[src/rtl/btn_conditioner.sv]
// N-channel push-button front end: 2-flop synchroniser, tick-based debounce,
// press/release pulses, and long-press detection with auto-repeat.
module btn_conditioner #(
  parameter int N_CH       = 2,
  parameter int SAMPLE_DIV = 1,
  parameter int DB_CNT     = 4,
  parameter int HOLD_TICKS = 500,
  parameter int RPT_TICKS  = 100
) (
  input  logic            i_clk,
  input  logic            i_rst,
  input  logic [N_CH-1:0] i_btn_in,
  output logic [N_CH-1:0] o_level,
  output logic [N_CH-1:0] o_press,
  output logic [N_CH-1:0] o_release,
  output logic [N_CH-1:0] o_rpt,
  output logic [N_CH-1:0] o_long_hold
);

  localparam int DB_W   = $clog2(DB_CNT + 1);
  localparam int HOLD_W = $clog2(HOLD_TICKS + 1);
  localparam int RPT_W  = $clog2(RPT_TICKS + 1);

  logic [N_CH-1:0] r_sync1;
  logic [N_CH-1:0] r_sync2;
  logic            w_tick;

  always_ff @(posedge i_clk) begin
    if (i_rst) begin
      r_sync1 <= '0;
      r_sync2 <= '0;
    end else begin
      r_sync1 <= i_btn_in;
      r_sync2 <= r_sync1;
    end
  end

  // A divide-by-one tick needs no counter at all.
  generate
    if (SAMPLE_DIV == 1) begin : g_noDiv
      assign w_tick = 1'b1;
    end else begin : g_div
      localparam int DIV_W = $clog2(SAMPLE_DIV);
      logic [DIV_W-1:0] r_divCnt;

      always_ff @(posedge i_clk) begin
        if (i_rst) begin
          r_divCnt <= '0;
        end else if (r_divCnt == DIV_W'(SAMPLE_DIV - 1)) begin
          r_divCnt <= '0;
        end else begin
          r_divCnt <= r_divCnt + DIV_W'(1);
        end
      end

      assign w_tick = (r_divCnt == DIV_W'(SAMPLE_DIV - 1));
    end
  endgenerate

  genvar i;
  generate
    for (i = 0; i < N_CH; i++) begin : g_ch
      logic              r_level;
      logic              r_press;
      logic              r_release;
      logic              r_rpt;
      logic              r_longHold;
      logic [DB_W-1:0]   r_dbCnt;
      logic [HOLD_W-1:0] r_holdCnt;
      logic [RPT_W-1:0]  r_rptCnt;
      logic              w_differ;
      logic              w_flip;
      logic              w_holdDone;

      assign w_differ   = r_sync2[i] ^ r_level;
      assign w_flip     = w_tick & w_differ & (r_dbCnt == DB_W'(DB_CNT - 1));
      assign w_holdDone = (r_holdCnt == HOLD_W'(HOLD_TICKS));

      // Hold tracking restarts on the press edge and is dropped on the release edge.
      always_ff @(posedge i_clk) begin
        if (i_rst) begin
          r_level    <= 1'b0;
          r_press    <= 1'b0;
          r_release  <= 1'b0;
          r_rpt      <= 1'b0;
          r_longHold <= 1'b0;
          r_dbCnt    <= '0;
          r_holdCnt  <= '0;
          r_rptCnt   <= '0;
        end else begin
          r_press   <= 1'b0;
          r_release <= 1'b0;
          r_rpt     <= 1'b0;
          if (w_tick) begin
            if (!w_differ) begin
              r_dbCnt <= '0;
            end else if (w_flip) begin
              r_level   <= ~r_level;
              r_dbCnt   <= '0;
              r_press   <= ~r_level;
              r_release <= r_level;
            end else begin
              r_dbCnt <= r_dbCnt + DB_W'(1);
            end

            if (!r_level || w_flip) begin
              r_holdCnt  <= '0;
              r_rptCnt   <= '0;
              r_longHold <= 1'b0;
            end else if (!w_holdDone) begin
              r_holdCnt <= r_holdCnt + HOLD_W'(1);
              if (r_holdCnt == HOLD_W'(HOLD_TICKS - 1)) begin
                r_longHold <= 1'b1;
                r_rpt      <= 1'b1;
              end
            end else if (r_rptCnt == RPT_W'(RPT_TICKS - 1)) begin
              r_rptCnt <= '0;
              r_rpt    <= 1'b1;
            end else begin
              r_rptCnt <= r_rptCnt + RPT_W'(1);
            end
          end
        end
      end

      assign o_level[i]     = r_level;
      assign o_press[i]     = r_press;
      assign o_release[i]   = r_release;
      assign o_rpt[i]       = r_rpt;
      assign o_long_hold[i] = r_longHold;
    end
  endgenerate

endmodule

[config.mk]
export PLATFORM = sky130hd
export DESIGN_NAME = btn_conditioner
export DESIGN_NICKNAME = d
export VERILOG_FILES = /design/src/rtl/btn_conditioner.sv
export SDC_FILE = /design/constraint.sdc
export NUM_CORES = 1
export LEC_CHECK = 0
export ABC_AREA = 1
export BUFFER_PORTS_ARGS = -buffer_cell sky130_fd_sc_hd__buf_2
export CORE_MARGIN = 2
export CORE_UTILIZATION = 54
export CTS_CLUSTER_DIAMETER = 60
export DETAILED_ROUTE_END_ITERATION = 10
export GPL_ROUTABILITY_DRIVEN = 0
export PLACE_DENSITY_LB_ADDON = 0.3
export SYNTH_ARGS = -nofsm -noshare
export SYNTH_HDL_FRONTEND = slang
export SYNTH_SLANG_ARGS = --single-unit
[constraint.sdc]
create_clock -name i_clk -period 1.95 [get_ports i_clk]
set_input_delay 0.0975 -clock i_clk [delete_from_list [all_inputs] [get_ports i_clk]]
set_output_delay 0.0975 -clock i_clk [all_outputs]
set_load 0.005 [all_outputs]
==> results of run 1 <==
## synthesized netlist by cell type, types with 5 or more instances
cell type / instances / area, sq um
nand2_1: 60 / 225.2
dfxtp_1: 52 / 1041
nor2_1: 53 / 198.9
ha_1: 11 / 137.6
nand3_1: 17 / 85.08
inv_2: 5 / 18.77
nand2_2: 6 / 37.54
buf_4: 10 / 75.07
nand4_1: 10 / 62.56
o21ai_0: 13 / 65.06
inv_1: 47 / 176.4
a21oi_1: 17 / 85.08
## report_power, final
part / internal [mW] / leakage (nW) / switching [mW]
sequential: 1.07 / 0.420 / 0.00238
clock: 0.245 / 0.0410 / 0.316
combinational: 0.00859 / 0.542 / 0.0105
total: 1.32 / 1.00 / 0.329
## worst max path at each step
stage | start | end | cells past startpoint
floorplan | g_ch[1].r_dbCnt[0]$_SDFF_PP0_ | g_ch[1].r_rptCnt[2]$_SDFFE_PP0N_ | 7
global placement | g_ch[1].r_dbCnt[0]$_SDFF_PP0_ | g_ch[1].r_rptCnt[1]$_SDFFE_PP0N_ | 7
detailed placement | g_ch[1].r_dbCnt[0]$_SDFF_PP0_ | g_ch[1].r_rptCnt[1]$_SDFFE_PP0N_ | 7
CTS | g_ch[1].r_dbCnt[0]$_SDFF_PP0_ | g_ch[1].r_rptCnt[1]$_SDFFE_PP0N_ | 7
global route | g_ch[1].r_dbCnt[0]$_SDFF_PP0_ | g_ch[1].r_rptCnt[1]$_SDFFE_PP0N_ | 7
finish | g_ch[1].r_dbCnt[0]$_SDFF_PP0_ | g_ch[1].r_rptCnt[1]$_SDFFE_PP0N_ | 7
## flip-flops by register name, summed over array words and instances (netlist names)
| register | cells |
|---|---|
| g_ch.r_holdCnt | 18 |
| g_ch.r_rptCnt | 14 |
| g_ch.r_dbCnt | 6 |
| g_ch.r_level | 2 |
| g_ch.r_longHold | 2 |
| g_ch.r_press | 2 |
| g_ch.r_release | 2 |
| g_ch.r_rpt | 2 |
| r_sync1 | 2 |
| r_sync2 | 2 |
## final cells by class
type / count / share of cell area, %
multi-input combinational: 208 / 42.48
clock inverter: 1 / 0.1967
sequential: 52 / 40.90
tap: 52 / 2.557
timing repair buffer: 15 / 3.343
inverter: 52 / 7.670
clock buffer: 6 / 2.852
## layer usage
metal | up-vias | part of all wire, % | global-route usage [%]
li1 | 1023 | - | -
met2 | 19 | 46 | 27.41
met1 | 829 | 50 | 22.03
met3 | 7 | 3.0 | 4.274
met4 | 0 | 1.4 | 5.031
met5 | - | 0 | 0
## cell families (layout without fill, tap and decap cells)
family	after synthesis	after routing	synth area share (%)
AND/OR/NAND/NOR	156	156	28.70
buffers and inverters	65	74	12.44
flip-flops	52	52	42.95
AO/OA/AOI/OAI	38	38	9.138
adder cells (fa/ha/maj)	11	11	5.679
XOR/XNOR	3	3	1.084
## through the flow
stage                     cell area [sq um]  utilization, %  power [mW]
final                                  2545           58.85       1.648
after global placement                 2447           56.60       1.109
after detailed placement               2447           56.60       1.110
after CTS                              2545           58.85       1.673
after floorplan                        2424               -       1.104
after global routing                   2545           58.85       1.702
## what timing repair did
action                                 4_1_cts  5_1_grt
setup endpoints to repair                    0        0
endpoints found under the hold margin        2        0
hold buffers                                 2        0
==> qor.csv, run 1 <==
metric,value,unit
crit_fanout,9,
seq_area,0.001041,sq mm
critPathMaxStageDelay,320,ps
dr.pass1.iters,4,
clock_skew,5.452,ps
dieArea,0.005040,sq mm
grt_pass1_wl,6900,um
drc_errors,0,
die_x,71.00,um
tns,0,ps
worstSetupPathType,reg -> reg,
synth_nets,340,
synth_area,0.002424,sq mm
reg2reg_from,g_ch[1].r_dbCnt[0]$_SDFF_PP0_,
cts-htree-levels,2,
drtIter0Drc,144,
finalCriticalPeriod,1565,ps
final_cells,386,
clock-sinks,52,
vias_per_cell,4.865,
clockBufferDepth,2,
synth-seq-cells,52,
path_cells,ha_1 > ha_1 > inv_1 > o21ai_0 > nor2_4 > nand2_1 > nor3_1,
min_to,r_sync2[0]$_SDFF_PP0_,
coreArea,0.004324,sq mm
hp-start,i_rst,
critPathArrivalTime,1790,ps
reg2reg_depth,7,
worstHoldPathType,in -> reg,
hold_viol_final,0,
maxSlewViolCount,0,
power_density,647.5,mW/mm^2
tightest_slew,417.6,ps
clk_pin_slew_worst_paths,90,ps
antenna_found_initial,0,
initial_core_util,56.05,%
fp.dieH,71.00,um
cpMostUsedCell,ha_1,
hpwl,2920,um
num_antenna_cells,0,
overflow,0,
drv_cap,0,
fmax,638.9,MHz
setup_violations,0,
rrSetupSlack,380,ps
ir_worst_vdd,460.8,uV
final_common_cell,nand2_1,
r2r_end,g_ch[1].r_rptCnt[1]$_SDFFE_PP0N_,
status,"finished, final reports clean",
numPortBuffers,13,
final_nets,349,
cts-root-buf,clkbuf_8,
rsz0062_at_grt,no,
fin_crit_sh,80.27,%
crit_path_end_kind,flop,
io_pins,14,
row_count,24,
dp_slack,368.2,ps
drive_gt1_share,11.98,%
nFillCells,414,
grt_max_degree,16,
post_cts_resized,0,
wl,3846,um
cts_tree,yes,
vias,1878,
multiInputGateArea,0.001081,sq mm
power_leakage,1.003,nW
synth_cell_types,32,
critical_path.top_delay_family,simple AND/OR/NAND/NOR gates,
grt_pass1_vias,1685,
post-cts-setup-buffer-count,0,
cp.buffers_inverters,1,
syn_to_final_growth,5.008,%
syn_inst,325,
maxSlewHeadroom,72.13,%
yosysWarnings,0,
antenna_left,0,
worst_ep_required_time,2180,ps
avgSynthCellArea,7.457,sq um
clkLatencyLatePin,290,ps
synth_ff_type,dfxtp_1,
synth_edf_count,0,
timing.hold.ws,132.6,ps
critPathSlowestCell,dfxtp_1,
min_path_cells,2,
async_reset_ff_share,0,%
startpoint_type,flop,
ys_seq_area_share,42.95,%
worst_slack,384.7,ps
cts_made_buffers,5,
grt_use_total,16.79,%
final_cell_mix,"60 x nand2_1, 53 x nor2_1, 52 x dfxtp_1, 47 x inv_1",
place_inst,377,
post_drt_wl_per_cell,9.964,um
Power figures use the tool's default switching activity.
==> run 2, diff against run 1 <==
==> constraint.sdc (replaced) <==
create_clock -name i_clk -period 1.5 [get_ports i_clk]
set_input_delay 0.075 -clock i_clk [delete_from_list [all_inputs] [get_ports i_clk]]
set_output_delay 0.075 -clock i_clk [all_outputs]
set_load 0.005 [all_outputs]
==> qor.csv, run 2 (synthesized netlist as in run 1, its figures left out) <==
metric,value,unit
status,"finished, final reports clean",
grt_pass1_vias,1754,
setup_violations,0,
die_x,71.00,um
clock_skew,8.381,ps
reg2reg_from,g_ch[1].r_dbCnt[0]$_SDFF_PP0_,
vias_per_cell,4.907,
clockBufferDepth,2,
rrSetupSlack,90,ps
antenna_found_initial,0,
io_pins,14,
largest_register,g_ch.r_holdCnt,
worstSetupPathType,reg -> reg,
wl_met2,2014,um
crit_path_start,g_ch[1].r_dbCnt[0]$_SDFF_PP0_,
largest_reg_flops,18,
row_count,24,
clk_pin_slew_worst_paths,90,ps
power_leakage,1.076,nW
drc_errors,0,
hp-start,i_rst,
top_layer_used,met4,
cts_tree,yes,
grt_max_degree,17,
place_inst,386,
cts-root-buf,clkbuf_8,
finalCriticalPeriod,1412,ps
power_density,891.6,mW/mm^2
r2r_end,g_ch[1].r_holdCnt[1]$_SDFFE_PP0P_,
fin_crit_sh,94.17,%
worst_ep_required_time,1740,ps
initial_core_util,56.05,%
nFillCells,378,
clock-sinks,52,
drtIter0Drc,87,
tightest_slew,283.6,ps
dieArea,0.005040,sq mm
critPathArrivalTime,1650,ps
fp.dieH,71.00,um
drv_cap,0,
hold_viol_final,0,
multiInputGateArea,0.001110,sq mm
final_cells,397,
tns,0,ps
wl_met1,1988,um
min_path_cells,2,
cts_made_buffers,5,
top_regs,"g_ch.r_holdCnt (18), g_ch.r_rptCnt (14), g_ch.r_dbCnt (6)",
reg2reg_depth,7,
post-cts-setup-buffer-count,0,
grt_pass1_wl,7251,um
cts-htree-levels,2,
crit_fanout,4,
maxSlewHeadroom,81.02,%
seq_area,0.001042,sq mm
crit_path_end_kind,flop,
min_to,r_sync2[1]$_SDFF_PP0_,
met3_length,152,um
post_drt_wl_per_cell,10.69,um
grt_use_total,17.85,%
syn_to_final_growth,11.62,%
drive_gt1_share,17.39,%
final_cell_mix,"59 x nand2_1, 51 x nor2_1, 51 x dfxtp_1, 47 x inv_1",
startpoint_type,flop,
final_common_cell,nand2_1,
antenna_left,0,
wl,4243,um
num_antenna_cells,0,
maxSlewViolCount,0,
overflow,0,
final_nets,359,
ir_worst_vdd,552.3,uV
coreArea,0.004324,sq mm
vias,1948,
worstHoldPathType,in -> reg,
clkLatencyLatePin,300,ps
fmax,708.0,MHz
hpwl,3033,um
numPortBuffers,13,
dr.pass1.iters,5,
-- run 2: routing by layer --
layer,track usage (%),up-vias
li1,-,1050
met4,8.805,0
met3,3.704,7
met5,0,-
met1,21.52,856
met2,30.22,35
-- run 2: power by group --
part / switching, mW / total, mW / internal, mW
Sequential: 0.00325 / 1.39 / 1.39
Clock: 0.452 / 0.997 / 0.546
Combinational: 0.0145 / 0.0256 / 0.0111
-- run 2: critical path: stages, from the launching register on --
cell and delay (ps):
dfxtp_1 320, ha_1 190, ha_1 190, inv_1 80
o21ai_2 90, nor2_2 230, o21ai_1 120, a21oi_1 120
-- run 2: cell type report --
type | instances | area share [%]
clock buffer | 6 | 3.053
inverter | 52 | 7.308
timing repair buffer | 24 | 6.244
clock inverter | 2 | 1.434
sequential | 52 | 38.53
multi-input combinational | 209 | 41.03
tap | 52 | 2.405
-- run 2: worst max-delay path by stage --
stage | to | slack (ps)
3_3_place_gp | g_ch[1].r_rptCnt[1]$_SDFFE_PP0N_ | -7
4_1_cts | g_ch[0].r_holdCnt[0]$_SDFFE_PP0P_ | 30
6_report | g_ch[1].r_holdCnt[1]$_SDFFE_PP0P_ | 90
2_1_floorplan | g_ch[1].r_rptCnt[2]$_SDFFE_PP0N_ | 110
3_5_place_dp | g_ch[1].r_rptCnt[2]$_SDFFE_PP0N_ | -70
5_1_grt | g_ch[0].r_rptCnt[3]$_SDFFE_PP0N_ | -0.8
-- run 2: what timing repair did --
action	4_1_cts	5_1_grt
endpoints found under the hold margin	2	0
hold buffers	2	0
cloned	1	0
pin swaps	1	2
resized for setup	2	9
setup endpoints to repair	13	25
-- run 2: per-stage QoR --
stage | cell area [sq um] | utilization, % | power [mW] | setup slack (ps) | hold slack, ps
floorplan | 2424 | - | 1.436 | 106.9 | 182.0
finish | 2705 | 62.56 | 2.412 | 87.51 | 108.3
global placement | 2527 | 58.45 | 1.442 | -6.921 | 275.7
global route | 2705 | 62.56 | 2.483 | -0.8111 | 110.0
detailed placement | 2527 | 58.45 | 1.442 | -65.03 | 279.6
CTS | 2679 | 61.95 | 2.438 | 33.69 | 101.7
==> run 3, diff against run 2 <==
--- a/config.mk
+++ b/config.mk
@@ -12,7 +12,7 @@
 export CTS_CLUSTER_DIAMETER = 60
 export DETAILED_ROUTE_END_ITERATION = 10
 export GPL_ROUTABILITY_DRIVEN = 0
-export PLACE_DENSITY_LB_ADDON = 0.3
+export PLACE_DENSITY = 0.74
 export SYNTH_ARGS = -nofsm -noshare
 export SYNTH_HDL_FRONTEND = slang
 export SYNTH_SLANG_ARGS = --single-unit
==> qor.csv, run 3 (synthesized netlist as in run 1, its figures left out) <==
metric,value,unit
clkLatencyLatePin,300,ps
crit_path_end_kind,flop,
maxSlewViolCount,0,
crit_fanout,9,
wl,4152,um
clock-sinks,52,
critPathSlowestCell,dfxtp_1,
antenna_left,0,
fp.dieH,71.00,um
top_regs,"g_ch.r_holdCnt (18), g_ch.r_rptCnt (14), g_ch.r_dbCnt (6)",
final_cells,397,
vias_per_cell,4.940,
tightest_slew,293.5,ps
status,"finished, final reports clean",
fin_util,61.92,%
coreArea,0.004324,sq mm
cp.buffers_inverters,2,
initial_core_util,56.05,%
dr.pass1.iters,4,
largest_register,g_ch.r_holdCnt,
grt_use_total,18.70,%
cts_made_buffers,5,
finalCriticalPeriod,1391,ps
fin_crit_sh,92.75,%
num_antenna_cells,0,
cts-root-buf,clkbuf_8,
clockBufferDepth,2,
hold_viol_final,0,
setup_violations,0,
r2r_end,g_ch[0].r_holdCnt[8]$_SDFFE_PP0P_,
power_leakage,1.064,nW
worstHoldPathType,in -> reg,
dp_slack,-45.12,ps
hp-start,i_rst,
critical_path.top_delay_family,adder cells,
hpwl,3069,um
reg2reg_depth,6,
critPathArrivalTime,1630,ps
drtIter0Drc,105,
startpoint_type,flop,
vias,1961,
die_x,71.00,um
tns,0,ps
rrSetupSlack,110,ps
min_path_cells,2,
final_common_cell,nand2_1,
post_drt_wl_per_cell,10.46,um
ir_worst_vdd,503.3,uV
power_density,810.3,mW/mm^2
place_inst,387,
fmax,718.8,MHz
cts-htree-levels,2,
cts_tree,yes,
reg2reg_from,g_ch[0].r_dbCnt[0]$_SDFF_PP0_,
overflow,0,
worstSetupPathType,reg -> reg,
worst_ep_required_time,1740,ps
antenna_found_initial,0,
critPathMaxStageDelay,320,ps
drive_gt1_share,17.10,%
worst_slack,108.8,ps
final_nets,360,
io_pins,14,
drv_cap,0,
syn_to_final_growth,10.48,%
grt_pass1_wl,7728,um
min_to,r_sync1[0]$_SDFF_PP0_,
timing.hold.ws,118.5,ps
final_cell_mix,"58 x nand2_1, 52 x nor2_1, 52 x dfxtp_1, 46 x inv_1, 17 x a21oi_1",
grt_pass1_vias,1907,
row_count,24,
clk_pin_slew_worst_paths,90,ps
drc_errors,0,
numPortBuffers,13,
largest_reg_flops,18,
grt_max_degree,16,
path_cells,ha_1 > ha_2 > a211oi_4 > buf_4 > inv_2 > a21oi_1,
clock_skew,7.726,ps
dieArea,0.005040,sq mm
maxSlewHeadroom,80.36,%
run 3: cell count changes in the layout (fill, tap and decap cells not counted), sizes merged:
cell      delta
buf          +1
bufinv       -1
clkbuf       -1
clkinvlp     +1
run 3: worst register-to-register path: stages, from the launching register on:
cell,delay (ps)
dfxtp_1,320
ha_1,210
ha_2,200
a211oi_4,230
buf_4,170
inv_2,80
a21oi_1,120
run 3: final cells by class:
cell class / instances / area (sq um)
clock buffer: 5 / 68.82
clock inverter: 2 / 12.51
fill: 393 / 1647
inverter: 52 / 195.2
multi-input combinational: 209 / 1106
sequential: 52 / 1041
tap: 52 / 65.06
timing repair buffer: 25 / 188.9
run 3: worst max path at each step:
stage	start	end	slack, ps	cells past startpoint
global route	g_ch[0].r_dbCnt[0]$_SDFF_PP0_	g_ch[0].r_longHold$_SDFFE_PP0P_	-20	6
finish	g_ch[0].r_dbCnt[0]$_SDFF_PP0_	g_ch[0].r_holdCnt[8]$_SDFFE_PP0P_	110	6
CTS	g_ch[1].r_dbCnt[0]$_SDFF_PP0_	g_ch[1].r_rptCnt[1]$_SDFFE_PP0N_	40	7
global placement	g_ch[1].r_dbCnt[0]$_SDFF_PP0_	g_ch[1].r_rptCnt[1]$_SDFFE_PP0N_	4	7
detailed placement	g_ch[1].r_dbCnt[0]$_SDFF_PP0_	g_ch[1].r_rptCnt[1]$_SDFFE_PP0N_	-50	7
floorplan	g_ch[1].r_dbCnt[0]$_SDFF_PP0_	g_ch[1].r_rptCnt[2]$_SDFFE_PP0N_	110	7
run 3: timing repair:
action                                  CTS  global route
hold buffers                              2             0
gates cloned                              1             0
gates resized for setup                   2             8
endpoints found under the hold margin     2             0
setup buffers                             0             0
endpoints found under the setup margin    6            19
pin swaps                                 1             3
run 3: metrics by stage:
stage               power (mW)  instance area, sq um
floorplan                1.436                  2424
global placement         1.442                  2547
detailed placement       1.443                  2547
CTS                      2.202                  2659
global route             2.246                  2678
finish                   2.170                  2678
run 3: metal layers:
layer / track usage (%) / vias to the layer above / wire length, um
met4: 6.918 / 0 / 62
met1: 22.84 / 886 / 1934
li1: - / 1054 / -
met5: 0 / - / 0
met2: 32.09 / 16 / 2065
met3: 4.416 / 5 / 90
run 3: power by group:
| part | internal [mW] | switching [mW] |
|---|---|---|
| clock | 0.317 | 0.438 |
| combinational | 0.0111 | 0.0151 |
| sequential | 1.39 | 0.00349 |
